--- config.mk ---
export PLATFORM = sky130hd
export DESIGN_NAME = bcd_calc_scan
export DESIGN_NICKNAME = d
export VERILOG_FILES = /design/src/rtl/bcd_calc_pkg.sv /design/src/rtl/seg7_decode.sv /design/src/rtl/bcd_calc_scan.sv
export SDC_FILE = /design/constraint.sdc
export NUM_CORES = 1
export LEC_CHECK = 0
export CORE_ASPECT_RATIO = 1.2
export CORE_MARGIN = 2
export CORE_UTILIZATION = 63
export DETAILED_ROUTE_END_ITERATION = 10
export MAX_ROUTING_LAYER = met4
export PLACE_DENSITY = 0.92
export SLEW_MARGIN = 25
export SYNTH_ARGS = -nofsm -noshare
export SYNTH_HDL_FRONTEND = slang
export SYNTH_SLANG_ARGS = --single-unit
export TNS_END_PERCENT = 100
--- constraint.sdc ---
create_clock -name clk -period 7.1 [get_ports clk]
set_clock_uncertainty 0.2 [all_clocks]
set_input_delay 1.775 -clock clk [delete_from_list [all_inputs] [get_ports clk]]
set_output_delay 1.775 -clock clk [all_outputs]
set_load 0.02 [all_outputs]
--- src/rtl/bcd_calc_pkg.sv ---
// bcd_calc_pkg: shared definitions for the bcd_calc_scan calculator.
//   - SEG_*      : 7-segment codes {g,f,e,d,c,b,a}, active-high
//   - state_t    : control FSM states
//   - digit_t    : one display digit (BCD value plus blank / minus controls)
//   - calc_cd()  : number of BCD digits needed to hold a (w+1)-bit value, plus one spare
package bcd_calc_pkg;

   localparam logic [6:0] SEG_0     = 7'b0111111;
   localparam logic [6:0] SEG_1     = 7'b0000110;
   localparam logic [6:0] SEG_2     = 7'b1011011;
   localparam logic [6:0] SEG_3     = 7'b1001111;
   localparam logic [6:0] SEG_4     = 7'b1100110;
   localparam logic [6:0] SEG_5     = 7'b1101101;
   localparam logic [6:0] SEG_6     = 7'b1111101;
   localparam logic [6:0] SEG_7     = 7'b0000111;
   localparam logic [6:0] SEG_8     = 7'b1111111;
   localparam logic [6:0] SEG_9     = 7'b1100111;
   localparam logic [6:0] SEG_BLANK = 7'b0000000;
   localparam logic [6:0] SEG_MINUS = 7'b1000000;

   typedef enum logic [1:0] {
      StIdle,
      StConv,
      StLoad
   } state_t;

   typedef struct packed {
      logic       blank;
      logic       minus;
      logic [3:0] bcd;
   } digit_t;

   localparam digit_t DIGIT_ZERO  = '{blank: 1'b0, minus: 1'b0, bcd: 4'd0};
   localparam digit_t DIGIT_BLANK = '{blank: 1'b1, minus: 1'b0, bcd: 4'd0};

   // ceil((w+1) * 0.302) + 1, evaluated in integer arithmetic
   function automatic int unsigned calc_cd(input int unsigned w);
      return ((w + 1) * 302 + 999) / 1000 + 1;
   endfunction

endpackage

--- src/rtl/seg7_decode.sv ---
// seg7_decode: combinational BCD to 7-segment decoder.
//   bcd   in  4  BCD digit value (10..15 decode to blank)
//   blank in  1  force all segments off
//   minus in  1  show a minus sign (wins over blank and bcd)
//   seg   out 7  segments {g,f,e,d,c,b,a}, active-high
module seg7_decode
   import bcd_calc_pkg::*;
(
   input  logic [3:0] bcd,
   input  logic       blank,
   input  logic       minus,
   output logic [6:0] seg
);

   always_comb begin
      seg = SEG_BLANK;
      if (minus) begin
         seg = SEG_MINUS;
      end else if (!blank) begin
         case (bcd)
            4'd0:    seg = SEG_0;
            4'd1:    seg = SEG_1;
            4'd2:    seg = SEG_2;
            4'd3:    seg = SEG_3;
            4'd4:    seg = SEG_4;
            4'd5:    seg = SEG_5;
            4'd6:    seg = SEG_6;
            4'd7:    seg = SEG_7;
            4'd8:    seg = SEG_8;
            4'd9:    seg = SEG_9;
            default: seg = SEG_BLANK;
         endcase
      end
   end

endmodule

--- src/rtl/bcd_calc_scan.sv ---
// bcd_calc_scan: handshaked add/subtract calculator with iterative double-dabble BCD conversion
// and a scanned, multiplexed multi-digit 7-segment display.
//   clk       in   1       system clock, rising edge
//   rst       in   1       synchronous active-high reset
//   a, b      in   W       unsigned operands
//   s         in   1       0 = a+b, 1 = a-b
//   in_valid  in   1       operands valid
//   in_ready  out  1       idle, next operands accepted
//   lcd       out  7       segments of the currently scanned digit {g,f,e,d,c,b,a}
//   an        out  DIGITS  one-hot digit enable, bit 0 = units
//   lcd_o     out  1       displayed result is out of range (all digits blank)
//   done      out  1       one-cycle pulse after a new result is loaded
// Build option: define NEG_DISPLAY_EN to show small negative results with a leading minus sign;
// otherwise every negative result is reported as out of range.
module bcd_calc_scan
   import bcd_calc_pkg::*;
#(
   parameter int unsigned W        = 8,
   parameter int unsigned DIGITS   = 2,
   parameter int unsigned SCAN_DIV = 1024
) (
   input  logic              clk,
   input  logic              rst,
   input  logic [W-1:0]      a,
   input  logic [W-1:0]      b,
   input  logic              s,
   input  logic              in_valid,
   output logic              in_ready,
   output logic [6:0]        lcd,
   output logic [DIGITS-1:0] an,
   output logic              lcd_o,
   output logic              done
);

   localparam int unsigned CD = calc_cd(W);                     // BCD digits produced
   localparam int unsigned ND = (CD > DIGITS) ? CD : DIGITS;    // digits examined at load
   localparam int unsigned SW = 4 * CD + W + 1;                 // dabble shift register width
   localparam int unsigned CW = $clog2(W + 1) + 1;
   localparam int unsigned PW = $clog2(SCAN_DIV);
   localparam int unsigned IW = (DIGITS > 1) ? $clog2(DIGITS) : 1;

   state_t          state_q;
   logic [SW-1:0]   sh_q;
   logic            neg_q;
   logic [CW-1:0]   cnt_q;
   logic            done_q;
   logic            lcd_o_q;
   digit_t          disp_q [DIGITS];
   logic [PW-1:0]   presc_q;
   logic [IW-1:0]   idx_q;

   // Operand stage: sum, or magnitude of the difference with its sign kept aside.
   logic [W:0] r;
   logic       neg;

   always_comb begin
      neg = s && (a < b);
      if (!s) begin
         r = {1'b0, a} + {1'b0, b};
      end else if (neg) begin
         r = {1'b0, b} - {1'b0, a};
      end else begin
         r = {1'b0, a} - {1'b0, b};
      end
   end

   // One double-dabble step: add 3 to every BCD nibble >= 5, then shift left by one.
   logic [SW-1:0] adj;
   logic [SW-1:0] step;

   always_comb begin
      adj = sh_q;
      for (int unsigned i = 0; i < CD; i++) begin
         if (adj[W + 1 + 4 * i +: 4] > 4'd4) begin
            adj[W + 1 + 4 * i +: 4] = adj[W + 1 + 4 * i +: 4] + 4'd3;
         end
      end
      step = adj << 1;
   end

   // BCD digits of the finished conversion, zero-padded when DIGITS exceeds CD.
   logic [3:0] bcd [ND];

   for (genvar g = 0; g < ND; g++) begin : g_bcd
      if (g < CD) begin : g_real
         assign bcd[g] = sh_q[W + 1 + 4 * g +: 4];
      end else begin : g_pad
         assign bcd[g] = 4'd0;
      end
   end

   // Display image for the LOAD edge.
   digit_t      disp_d [DIGITS];
   logic        hi_nz;
   logic        ovf;
   int unsigned top;

   always_comb begin
      hi_nz = 1'b0;
      for (int unsigned i = DIGITS; i < ND; i++) begin
         if (bcd[i] != 4'd0) hi_nz = 1'b1;
      end

      // Highest nonzero displayable digit; units stays visible even for a zero result.
      top = 0;
      for (int unsigned i = 0; i < DIGITS; i++) begin
         if (bcd[i] != 4'd0) top = i;
      end

`ifdef NEG_DISPLAY_EN
      // The minus sign needs a free digit above the magnitude.
      ovf = hi_nz || (neg_q && (bcd[DIGITS-1] != 4'd0));
`else
      ovf = hi_nz || neg_q;
`endif

      for (int unsigned i = 0; i < DIGITS; i++) begin
         disp_d[i]       = DIGIT_BLANK;
         disp_d[i].bcd   = bcd[i];
         disp_d[i].blank = ovf || (i > top);
`ifdef NEG_DISPLAY_EN
         disp_d[i].minus = !ovf && neg_q && (i == top + 1);
`endif
      end
   end

   // Control FSM and result registers.
   always_ff @(posedge clk) begin
      if (rst) begin
         state_q <= StIdle;
         sh_q    <= '0;
         neg_q   <= 1'b0;
         cnt_q   <= '0;
         done_q  <= 1'b0;
         lcd_o_q <= 1'b0;
         for (int unsigned i = 0; i < DIGITS; i++) begin
            disp_q[i] <= (i == 0) ? DIGIT_ZERO : DIGIT_BLANK;
         end
      end else begin
         done_q <= 1'b0;
         case (state_q)
            StIdle: begin
               if (in_valid) begin
                  sh_q    <= {{(4 * CD){1'b0}}, r};
                  neg_q   <= neg;
                  cnt_q   <= '0;
                  state_q <= StConv;
               end
            end
            StConv: begin
               sh_q  <= step;
               cnt_q <= cnt_q + CW'(1);
               // W+1 shift steps in total
               if (cnt_q == CW'(W)) state_q <= StLoad;
            end
            StLoad: begin
               disp_q  <= disp_d;
               lcd_o_q <= ovf;
               done_q  <= 1'b1;
               state_q <= StIdle;
            end
            default: state_q <= StIdle;
         endcase
      end
   end

   // Digit scan: free-running, independent of result loads.
   always_ff @(posedge clk) begin
      if (rst) begin
         presc_q <= '0;
         idx_q   <= '0;
      end else if (presc_q == PW'(SCAN_DIV - 1)) begin
         presc_q <= '0;
         idx_q   <= (idx_q == IW'(DIGITS - 1)) ? '0 : idx_q + IW'(1);
      end else begin
         presc_q <= presc_q + PW'(1);
      end
   end

   always_comb begin
      an        = '0;
      an[idx_q] = 1'b1;
   end

   digit_t sel;
   assign sel = disp_q[idx_q];

   seg7_decode u_seg7_decode (
      .bcd   (sel.bcd),
      .blank (sel.blank),
      .minus (sel.minus),
      .seg   (lcd)
   );

   assign in_ready = (state_q == StIdle);
   assign lcd_o    = lcd_o_q;
   assign done     = done_q;

endmodule

# [Word level (Yosys, flattened, before mapping)]
# Memories as Yosys holds them, arrays and structs flattened.
# Index checks and enable logic that the tools add are counted.
[totals] register_bits=56 latchBits=0 mem_bits_rw=0 romBits=112 inputBits=20 output_inout_bits=12 wordCells=79 memories=1
[mem_list] memory="(no name shown)" depth=16 width=7 read_ports=1 rd_clocked_by_memory_dff=0 wr=0 line_no="seg7_decode.sv:20" text="case (bcd)"
[classes] add_sub_neg=10 multipliers=0 div=0 magnitude_cmp=10 eq_ne=6 n_shift=0 n_mux=25 bitwise=1 n_reduce_logical=14
[ops] operator="> comparator 1 x 32 -> 1 bit (first input constant)" n=2
[ops] operator="one-hot mux 25 bit (2 select lines)" n=1
[ops] operator="2-to-1 mux 25 bit" n=1
[ops] operator="2-to-1 mux 6 bit" n=3
[ops] operator="2-to-1 mux 9 bit" n=2
[ops] operator="subtractor 8 x 8 -> 9 bit" n=2
[ops] operator="> comparator 4 x 3 -> 1 bit (second input constant)" n=4
[ops] operator="2-to-1 mux 7 bit" n=2
[ops] operator="adder 4 x 2 -> 4 bit (second input constant)" n=3
[ops] operator="2-to-1 mux 4 bit" n=3
[ops] operator="nonzero test 4 bit" n=3
[ops] operator="adder 10 x 1 -> 10 bit (second input constant)" n=1
[ops] operator="equality test 10 bit (second input constant)" n=1
[ops] operator="one-hot mux 5 bit (2 select lines)" n=1
[ops] operator="adder 8 x 8 -> 9 bit" n=1
[ops] operator="less-than comparator 8 bit" n=1
[ops] operator="2-to-1 mux 1 bit" n=6
[ops] operator="AND reduction 2 bit" n=3
[ops] operator="adder 5 x 1 -> 5 bit (second input constant)" n=1
[ops] operator="equality test 5 x 4 -> 1 bit (second input constant)" n=1
[ops] operator="2-to-1 mux 5 bit" n=1
[ops] operator="2-to-1 mux 2 bit" n=2
[ops] operator="inequality test 2 bit (second input constant)" n=2
[ops] operator="one-hot mux 2 bit (2 select lines)" n=1
[ops] operator="15 further kinds" n=18

# [Depth between registers and ports, before layout]
# Gate-level depths: netlist (run 1).
# An unclocked memory read counts as a cell.
[logic_depth] word_depth=7 ltp_mapped=9 ltp_nobuf=8

# [By module]
# A second synthesis (run 1) with hierarchy kept.
[unflattened] hier_cells=493 area_unflattened_um2=3888.7
[modules_own_cells] mod="bcd_calc_scan" n_inst=1 cells_each=461 area_per_inst_um2=3641.0 seq_area_each_um2=1101.1
[modules_own_cells] mod="seg7_decode" n_inst=1 cells_each=32 area_per_inst_um2=247.7 seq_area_each_um2=0.0

# [Worst setup path after synthesis (run 1)]
# No wires, ideal clock.
[synth_timing] kind="in2reg" startpoint="in a[6]" endpoint="reg sh_q[3]" setup_ns=0.115 arrival_time_ns=3.659 t_required_ns=6.785 path_slack_ns=3.126 stages=8 n_path_buf=0 cell_sequence="inv_1 ha_1 a21o_1 a221o_1 or3_1 a31oi_1 xor2_1 a2111oi_0"
[synth_between] elab_chain_len=6
[synth_rtl] element="start, declared" line_no="bcd_calc_scan.sv:24" text="input logic [W-1:0] a,"
[synth_rtl] element="less-than comparator 8 bit" line_no="bcd_calc_scan.sv:57" text="neg = s && (a < b);"
[synth_rtl] element="logical AND 1 bit" line_no="bcd_calc_scan.sv:57"
[synth_rtl] element="2-to-1 mux 9 bit" line_no="bcd_calc_scan.sv:60" text="end else if (neg) begin"
[synth_rtl] element="2-to-1 mux 9 bit" line_no="bcd_calc_scan.sv:58" text="if (!s) begin"
[synth_rtl] element="2-to-1 mux 25 bit" line_no="bcd_calc_scan.sv:143" text="if (in_valid) begin"
[synth_rtl] element="one-hot mux 25 bit (2 select lines)" line_no="bcd_calc_scan.sv:141" text="case (state_q)"
[synth_rtl] element="end signal, assigned" line_no="bcd_calc_scan.sv:144" text="sh_q <= {{(4 * CD){1'b0}}, r};"
[synth_rtl] element="end signal, assigned" line_no="bcd_calc_scan.sv:151" text="sh_q <= step;"
[synth_rtl] element="end, declared" line_no="bcd_calc_scan.sv:43" text="logic [SW-1:0] sh_q;"
# No other way between the ends. The select of a mux whose other input is x is not followed.
# A chain may end at the register's enable or synchronous reset.

# [Final worst setup path (run 1)]
[layout_timing] startpoint="reg idx_q" endpoint="out lcd[6]"
[layout_between] elab_chain_len=7
[layout_rtl] element="start, declared" line_no="bcd_calc_scan.sv:50" text="logic [IW-1:0] idx_q;"
[layout_rtl] element="start signal, assigned" line_no="bcd_calc_scan.sv:174" text="idx_q <= (idx_q == IW'(DIGITS - 1)) ? '0 : idx_q + IW'(1);"
[layout_rtl] element="inverter 1 -> 2 bit (not written as such) (*)" line_no="bcd_calc_scan.sv:186" text="assign sel = disp_q[idx_q];"
[layout_rtl] element="2-to-1 mux 6 bit (not written as such) (*) (3 in series)" line_no="bcd_calc_scan.sv:186"
[layout_rtl] element="memory (16 x 7 bit)"
[layout_rtl] element="2-to-1 mux 7 bit (*)" line_no="seg7_decode.sv:19" text="end else if (!blank) begin"
[layout_rtl] element="2-to-1 mux 7 bit (*)" line_no="seg7_decode.sv:17" text="if (minus) begin"
[layout_rtl] element="end, declared" line_no="bcd_calc_scan.sv:29" text="output logic [6:0] lcd,"
# Every way passes the cells marked *; elsewhere a longest branch is shown, timed or not. The select of a mux whose other input is x is not followed.

==> run summary, run 1 <==
DR vias = 3473
Clock Latency Late Sink = 310 ps
Top_reg_cell synth = dfxtp_1
PwrDens = 161 nW/um2
Synth Cell Area = 3800 um2
Critical Path End Type = primary output
Worst slew pin tran = 956 ps
HPWL Detailed = 6040 um
Fin nets = 568
Clock Sinks = 55
Number of port buffers = 31
Boundary Pins = 32
Final setup viols = 0
Hold slack = 261 ps
F_max = 0.211 GHz
First-pass GRT wire length = 13700 um
H-Tree Depth = 2
Die area = 6670 um2
Sw Ratio = 28.3%
Register share of total power = 47.3%
Total gr overflow = 0
Cts hold-fix bufs = 0
EDFF count, synth = 0
Ant diodes = 0
Max cap viols = 0
WL/cell = 13.8 um
Pre-Repair DR Iteration Count = 5
Fin area = 4250 um2
Setup Buffers After CTS = 0
Site Rows = 31
Status = finished clean
Longest Clk Path Bufs = 2
GPL Wtd Cong = 0.907
Crit path DAT = 2750 ps
DRC viols = 0
Final wirelength = 8200 um
Layout cells sized above 1 = 3.91%
Min Tclk post-route = 4730 ps
Fillcell total = 452
Synthesized area per cell = 7.67 um2
Post-Route Utilization = 71.6%
Data required, critical path = 5120 ps
Register area share after synthesis = 29.0%
Vias in the first global route = 3180
Psw = 194 uW
CTS Buf Count = 5
Initial Util = 64.0%
Largest cells by area after synthesis = dfxtp_1 29%, ha_1 12%, a21oi_1 5.9%, nor2_1 5.8%, nand2_1 5.0%
CP Class = register to primary output
Antenna violations before repair = 0
Syn nets = 553
Die outline width = 74.9 um
CTS root buf = clkbuf_8
Final Hold Vio Count = 0
Clock power frac = 32.1%
Post-Syn Instances = 495
Die height = 89.1 um
Worst vdd ir = 0.0000847 V
P_int = 491 uW
Total leakage power = 0.00171 uW
Slew margin rel. = 36.1%
Clock-pin slew on the worst setup and hold paths = 100 ps
DRT antenna net count = 0
Leading area contributor after synthesis = dfxtp_1
Top-area cell type share of the netlist area = 29.0%
Largest net degree at the start of global routing = 51
Vias per cell = 5.86
CP max FO = 8
Max Transition Viols Final = 0
Synthesis-to-finish area growth = 11.8%
RSZ-0062 raised after global routing = no
Synth async-reset ratio = 0%
Iteration-0 DRC Markers = 291
CTS resizes = 0
Gate power share = 20.5%
Fin crit share = 66.6%
CTS tree = built
CORE AREA = 5930 um2
Setup TNS = 0 ps
Synth warnings = 0
Critical Path Start Type = register
Post-DP Area = 4130 um2
FF+latch count, synth = 55
Worst Hold Class = register to register
Synth unique cells = 54
Gr usage total = 26.5%
[critical path: stages (launching register included)]
cell	delay, ps
dfxtp_1	570
mux2i_1	510
inv_1	130
ha_1	210
nor2_1	130
o21ai_0	100
a21oi_1	170
clkdlybuf4s50_1	610
[final timing paths]
check | from | to | slack [ps] | cells past startpoint
setup / recovery | idx_q | lcd[6] | 2370 | 7
hold reg to reg | sh_q[8] | sh_q[9] | 260 | 2
hold / removal | sh_q[8] | sh_q[9] | 260 | 2
setup reg to reg | state_q[0] | cnt_q[3] | 4760 | 5
[cells in the final DEF (no fill, tap or decap), drive strengths merged, types with 4 or more instances in the layout]
cell type | Yosys | layout
a21o | 5 | 5
a21oi | 45 | 45
a221oi | 6 | 6
a22oi | 9 | 9
a31oi | 12 | 12
and2 | 6 | 6
and3 | 5 | 5
clkbuf | 18 | 6
clkdlybuf4s50 | 0 | 31
dfxtp | 55 | 55
ha | 35 | 35
inv | 38 | 39
mux2 | 4 | 4
mux2i | 10 | 10
nand2 | 52 | 52
nand2b | 6 | 6
nand3 | 14 | 14
nand4 | 5 | 5
nor2 | 59 | 59
nor2b | 6 | 6
nor3 | 12 | 12
o21ai | 28 | 28
or3 | 5 | 5
xnor2 | 10 | 10
xor2 | 6 | 6
[flip-flops by register name, summed over array words and instances (netlist names)]
register and cells:
presc_q 10, state_q 2, lcd_o 1, cnt_q 5, neg_q 1, idx_q 1, sh_q 25, done 1
disp_q 9
[layout make-up]
class / count / area, um2 / area share [%]
well taps: 82 / 103 / 2.42
inverters: 38 / 143 / 3.36
multi-input cells: 377 / 2450 / 57.8
clock inverters: 2 / 38.8 / 0.913
clock buffers: 6 / 82.6 / 1.94
repair buffers: 33 / 325 / 7.66
flip-flops and latches: 55 / 1100 / 25.9
[power groups by stage]
stage	logic [uW]	clock network, uW	registers [uW]
4_1_cts	140	222	324
3_5_place_dp	139	0	331
2_1_floorplan	101	0	329
6_report	141	220	324
3_3_place_gp	136	0	331
5_1_grt	156	234	326
[per-layer routing]
layer  up-vias  share of wire (%)  GRT usage (%)
met5         -                  0              -
met4         0                1.8           9.42
met2        85                 53           47.7
met3        19                3.0           3.16
li1       1742                  -              -
met1      1627                 42           29.7
[cell usage after synthesis (6+ instances only)]
library cell / number
nor2_1: 59
a21oi_1: 45
clkbuf_1: 18
xnor2_1: 10
dfxtp_1: 55
nor3_1: 12
xor2_1: 6
nand2_1: 51
a31oi_1: 12
a22oi_1: 9
nor2b_1: 6
nand2b_1: 6
o21ai_0: 28
nand3_1: 14
ha_1: 35
mux2i_1: 10
inv_1: 38
[through the flow]
step | worst slack (ps) | total power, uW | instances
floorplan | 3130 | 430 | 495
global placement | 2360 | 467 | 585
detailed placement | 2220 | 470 | 585
CTS | 2360 | 685 | 593
global route | 2220 | 716 | 593
finish | 2370 | 685 | 593
[cell families after synthesis]
kind of cell             synth area share (%)
XOR/XNOR                                 3.69
multiplexers                             3.92
adder cells (fa/ha/maj)                  13.1
AO/OA/AOI/OAI                            21.6
buffers and inverters                    6.39
AND/OR/NAND/NOR                          22.3
flip-flops                               29.0
(Power assumes the default switching activity.)
==> run 2, diff against run 1 <==
- CORE_UTILIZATION: 63 -> 59
- PLACE_DENSITY: 0.92 -> 0.87
- clock period: 7.1 -> 4.48 ns (I/O delays scaled with it)
==> run summary, run 2 (synthesis gave the netlist of run 1 again) <==
Worst Hold Class = register to register
Sw Ratio = 30.0% (+1.7 points)
Psw = 303 uW (+57%)
Largest register by flop count = sh_q
Setup Buffers After CTS = 0 (unchanged)
CTS resizes = 0 (unchanged)
Most frequent cells in the layout = 59 x nor2_1, 55 x dfxtp_1, 51 x nand2_1
Final Hold Vio Count = 0 (unchanged)
Total power = 1010 uW (+48%)
RSZ-0062 raised after global routing = no
CTS Buf Count = 5 (unchanged)
CP max FO = 8 (unchanged)
Critical Path End Type = primary output
Max reg flops = 25 (unchanged)
Fin nets = 573 (+0.88%)
Worst vdd ir = 0.000114 V (+34%)
Max cap viols = 0 (unchanged)
Final wirelength = 8180 um (-0.24%)
CTS tree = built
Data required, critical path = 3160 ps (-1960 ps)
Crit path DAT = 2760 ps (about the same)
H-Tree Depth = 2 (unchanged)
Min-delay src = sh_q[8]
Clock-pin slew on the worst setup and hold paths = 90 ps (about the same)
DRT antenna net count = 0 (unchanged)
Most common cell after layout, fill and taps aside = nor2_1
PwrDens = 238 nW/um2 (+47%)
Die area = 7100 um2 (+6.4%)
Reg2reg start = state_q[0]
Total gr overflow = 0 (unchanged)
Clock Sinks = 55 (unchanged)
Cts hold-fix bufs = 0 (unchanged)
Final setup viols = 0 (unchanged)
Clock Latency Late Sink = 310 ps (about the same)
Antenna violations before repair = 0 (unchanged)
Layout cells sized above 1 = 4.66% (+0.75 points)
Ant diodes = 0 (unchanged)
CP cell instances = mux2i_1 > inv_1 > ha_1 > nor2_1 > o21ai_0 > a21oi_1 > clkdlybuf4s50_1
Top cell family by delay on the critical path = buffers and inverters
Register share of total power = 50.8% (+3.5 points)
Fin crit share = 91.1%
Number of port buffers = 31 (unchanged)
Hold Crit Depth = 2 (unchanged)
Vias per cell = 5.76 (-1.7%)
CTS root buf = clkbuf_8
Iteration-0 DRC Markers = 193 (-34%)
Top Registers = sh_q x25, presc_q x10, disp_q x9
CP bufs+invs = 2 (unchanged)
Post-Route Utilization = 67.2% (-4.4 points)
Initial Util = 60.0% (-4.0 points)
Final WS setup = 399 ps (-1970 ps)
Die outline width = 77.2 um (+3.2%)
Gr usage total = 24.3% (-2.2 points)
Slowest CP cell = clkdlybuf4s50_1
GPL Wtd Cong = 0.845 (-6.8%)
Die height = 91.9 um (+3.2%)
CORE AREA = 6330 um2 (+6.6%)
Pre-Repair DR Iteration Count = 5 (unchanged)
DR vias = 3456 (-0.49%)
Worst Hold Path EP = sh_q[9]
Max Transition Viols Final = 0 (unchanged)
WL/cell = 13.6 um (-1.4%)
F_max = 0.245 GHz
P_int = 707 uW (+44%)
Worst reg-to-reg setup slack = 2300 ps (-2460 ps)
Fin area = 4250 um2 (about the same)
Worst R2R Path Depth = 6 (+1)
Gate power share = 23.0% (+2.5 points)
Min Tclk post-route = 4080 ps
Status = finished clean
Synthesis-to-finish area growth = 11.9% (about the same)
Site Rows = 32 (+3.2%)
DRC viols = 0 (unchanged)
Boundary Pins = 32 (unchanged)
Pre-CTS setup slack = 366 ps (-1850 ps)
Slowest stage delay, CP = 610 ps (about the same)
Worst slew pin tran = 961 ps (+4.56 ps)
HPWL Detailed = 6040 um (about the same)
Total leakage power = 0.00171 uW (+0.37%)
Critical Path Start Type = register
RR Endpoint = sh_q[7]
CP Class = register to primary output
Largest net degree at the start of global routing = 51 (unchanged)
Slew margin rel. = 35.8% (-0.30 points)
First-pass GRT wire length = 14100 um (+3.5%)
Clock power frac = 26.2% (-5.9 points)
Post-DP Area = 4170 um2 (+1.0%)
Setup TNS = 0 ps (unchanged)
Vias in the first global route = 3296 (+3.6%)
Longest Clk Path Bufs = 2 (unchanged)
run 2: cell count changes in the layout (fill, tap and decap cells not counted), sizes merged:
cell | before | now
inv | 39 | 38
clkbuf | 6 | 5
buf | 2 | 7
bufinv | 1 | 0
clkinv | 0 | 2
run 2: worst min-delay path: stages (launching register included):
cell and delay (ps):
dfxtp_1 310, nand2_1 50, a21oi_1 50
run 2: cell type report:
cell class                 count  area, um2
multi-input combinational    377       2450
fill                         568       2080
sequential                    55       1100
timing repair buffer          38        363
inverter                      38        143
tap                           85        106
clock buffer                   5       68.8
clock inverter                 2       13.8
run 2: how the worst max path moves through the flow:
stage	cells past startpoint	from	endpoint	slack, ps
floorplan	8	a[6]	sh_q[3]	1160
global placement	9	a[5]	sh_q[3]	430
CTS	7	idx_q	lcd[5]	380
global route	7	idx_q	lcd[6]	190
finish	7	idx_q	lcd[5]	400
detailed placement	9	a[5]	sh_q[3]	370
run 2: layer usage:
| metal | up-vias | track usage [%] | part of all wire [%] |
|---|---|---|---|
| met2 | 72 | 43.2 | 52 |
| li1 | 1763 | - | - |
| met1 | 1603 | 27.7 | 43 |
| met5 | - | - | 0 |
| met4 | 0 | 10.3 | 2.1 |
| met3 | 18 | 2.36 | 3.0 |
run 2: power by group through the flow:
stage / sequential, uW / combinational (uW) / clock [uW]
after floorplan: 522 / 160 / 0
after global placement: 524 / 222 / 0
after detailed placement: 525 / 229 / 0
after CTS: 513 / 230 / 268
after global routing: 515 / 257 / 287
final: 513 / 232 / 264
run 2: metrics by stage:
step | cells | hold WS (ps)
floorplan | 495 | 226
global placement | 593 | 235
detailed placement | 593 | 242
CTS | 600 | 254
global route | 600 | 275
finish | 600 | 254
==> RTL change, RTL diff (config.mk and constraints of run 2) <==
`DIGITS`: 2 -> 1.
--- a/src/rtl/bcd_calc_scan.sv
+++ b/src/rtl/bcd_calc_scan.sv
@@ -18,3 +18,3 @@
    parameter int unsigned W        = 8,
-   parameter int unsigned DIGITS   = 2,
+   parameter int unsigned DIGITS   = 1,
    parameter int unsigned SCAN_DIV = 1024
Ports: changed (resized an); port bits go from 32 to 31. No check against the original RTL was run, so the function may have changed too.
==> RTL change against run 2 <==
- fmax up 4.2%
- first-iteration DRC count grew 24%
- clock power is 3% lower
- wire length fell by 13%
- via count fell by 14%
- power is 16% lower
- worst hold slack gained 0.017 ns
- sequential cell count decreased by 16
- non-clock buffer count fell by 5
- worst setup slack improved by 0.17 ns
- critical path depth up 3
- area after synthesis fell by 18%
- final area decreased by 18%
- combinational power decreased by 4%
- critical path type is now input pin to flip-flop
- critical endpoint is now sh_q[3]
- highest routed layer unchanged
==> RTL change: results (changes against run 2) <==
Run status
  • Status: completed

Synthesis
  • Area contributors post-synth: dfxtp_1 25%, ha_1 14%, a21oi_1 6.7%
  • Syn_nets: 473 (-14%)
  • Post-synth top cells: 44 x nor2_1, 42 x a21oi_1, 40 x nand2_1

Power and ir drop
  • Sw frac: 30.22% (+0.18 points)
  • Comb power: 223 uW (-4%)
  • Worst VDD drop: 0.0001352 V (+19%)
  • PnR Total Power: 846.5 uW (-16%)
  • Clock group: 256 uW (-3%)

Worst hold path
  • Hold Path End: neg_q
  • Worst Hold Launch: neg_q

STA
  • Slew headroom: 35.87% (+0.044 points)
  • Hold slack: 0.2710 ns (+0.01715 ns)

Route
  • Drt pass-1 iters: 4 (-1)
  • Via Count: 2967 (-14%)
  • DR WL/cell: 14.43 um (+5.8%)
  • Met1 wire length: 2899 um (-18%)
  • Wire length on met3: 307 um (+26%)
  • Met2 WL: 3713 um (-13%)

Floorplanning
  • DIE WIDTH: 70.34 um (-8.9%)

GRT
  • Met1 Usage GRT: 28.87% (+1.2 points)
  • First-pass GRT wire length: 12420 um (-12%)
  • Met2 Track Usage GR: 46.83% (+3.6 points)
  • Largest net degree at the start of global routing: 26 (-49%)
  • Overall routing resource usage: 26.08% (+1.8 points)

Place
  • Post-placement setup slack: 0.3174 ns (-0.04854 ns)
  • Final HPWL DP: 5343 um (-11%)
  • Dpl cell area: 3402 um2 (-18%)
  • Placer congestion estimate: 0.9211 (+9.0%)

Clock tree
  • CTS clock-pin slew for the worst setup and hold paths: 0.07 ns (-0.02 ns)
  • Clock Latency Late Sink: 0.28 ns (-0.03 ns)
  • TritonCTS Sinks: 39 (-29%)

Layout
  • Top Registers: sh_q (25), cnt_q (5), disp_q (5)
  • Share of cells above drive strength 1: 4.861% (+0.20 points)
  • Inverters excl. clock: 37 (-2.6%)
  • Fraction of area in multi-input gates: 59.52% (+1.8 points)
  • Fillers: 449 (-21%)
  • CLK BUF: 8 (+3)

Critical path
  • Register-to-register path setup slack: 2.21 ns (-0.09 ns)
  • Critical Path End: sh_q[3]
  • Worst R2R Start: state_q[1]
  • Setup crit start: a[1]
  • Crit path DAT: 3.91 ns (+1.15 ns)
  • Path depth of the worst reg2reg path: 5 (-1)
## RTL change: changes by cell type after synthesis, moves of 5 or more
cell / change
mux2i_1: -5
nor2_1: -15
o21ai_0: -8
nand3_1: -5
dfxtp_1: -16
a211oi_1: +5
nand2_1: -11
o22ai_1: +6
xor2_1: -5
## RTL change: cells by family (layout without fill, tap and decap cells)
| family | Yosys count | in the layout | synth area share, % |
|---|---|---|---|
| compound gates | 127 | 127 | 26.75 |
| simple gates | 137 | 137 | 20.48 |
| fa+ha+maj | 38 | 38 | 15.98 |
| buf+inv | 61 | 78 | 8.032 |
| other cells | 1 | 1 | 0.1204 |
| xor+xnor | 7 | 7 | 1.968 |
| flops | 39 | 39 | 25.06 |
| mux | 5 | 5 | 1.606 |
## RTL change: critical path: cells and delay by family
family / cells / cell delay [ns]
xor gates and xnor gates: 1 / 0.11
adders and majority gates: 1 / 0.36
buffers and inverters: 2 / 0.75
and+or+nand+nor: 2 / 0.49
AOI/OAI and AO/OA: 4 / 1.07
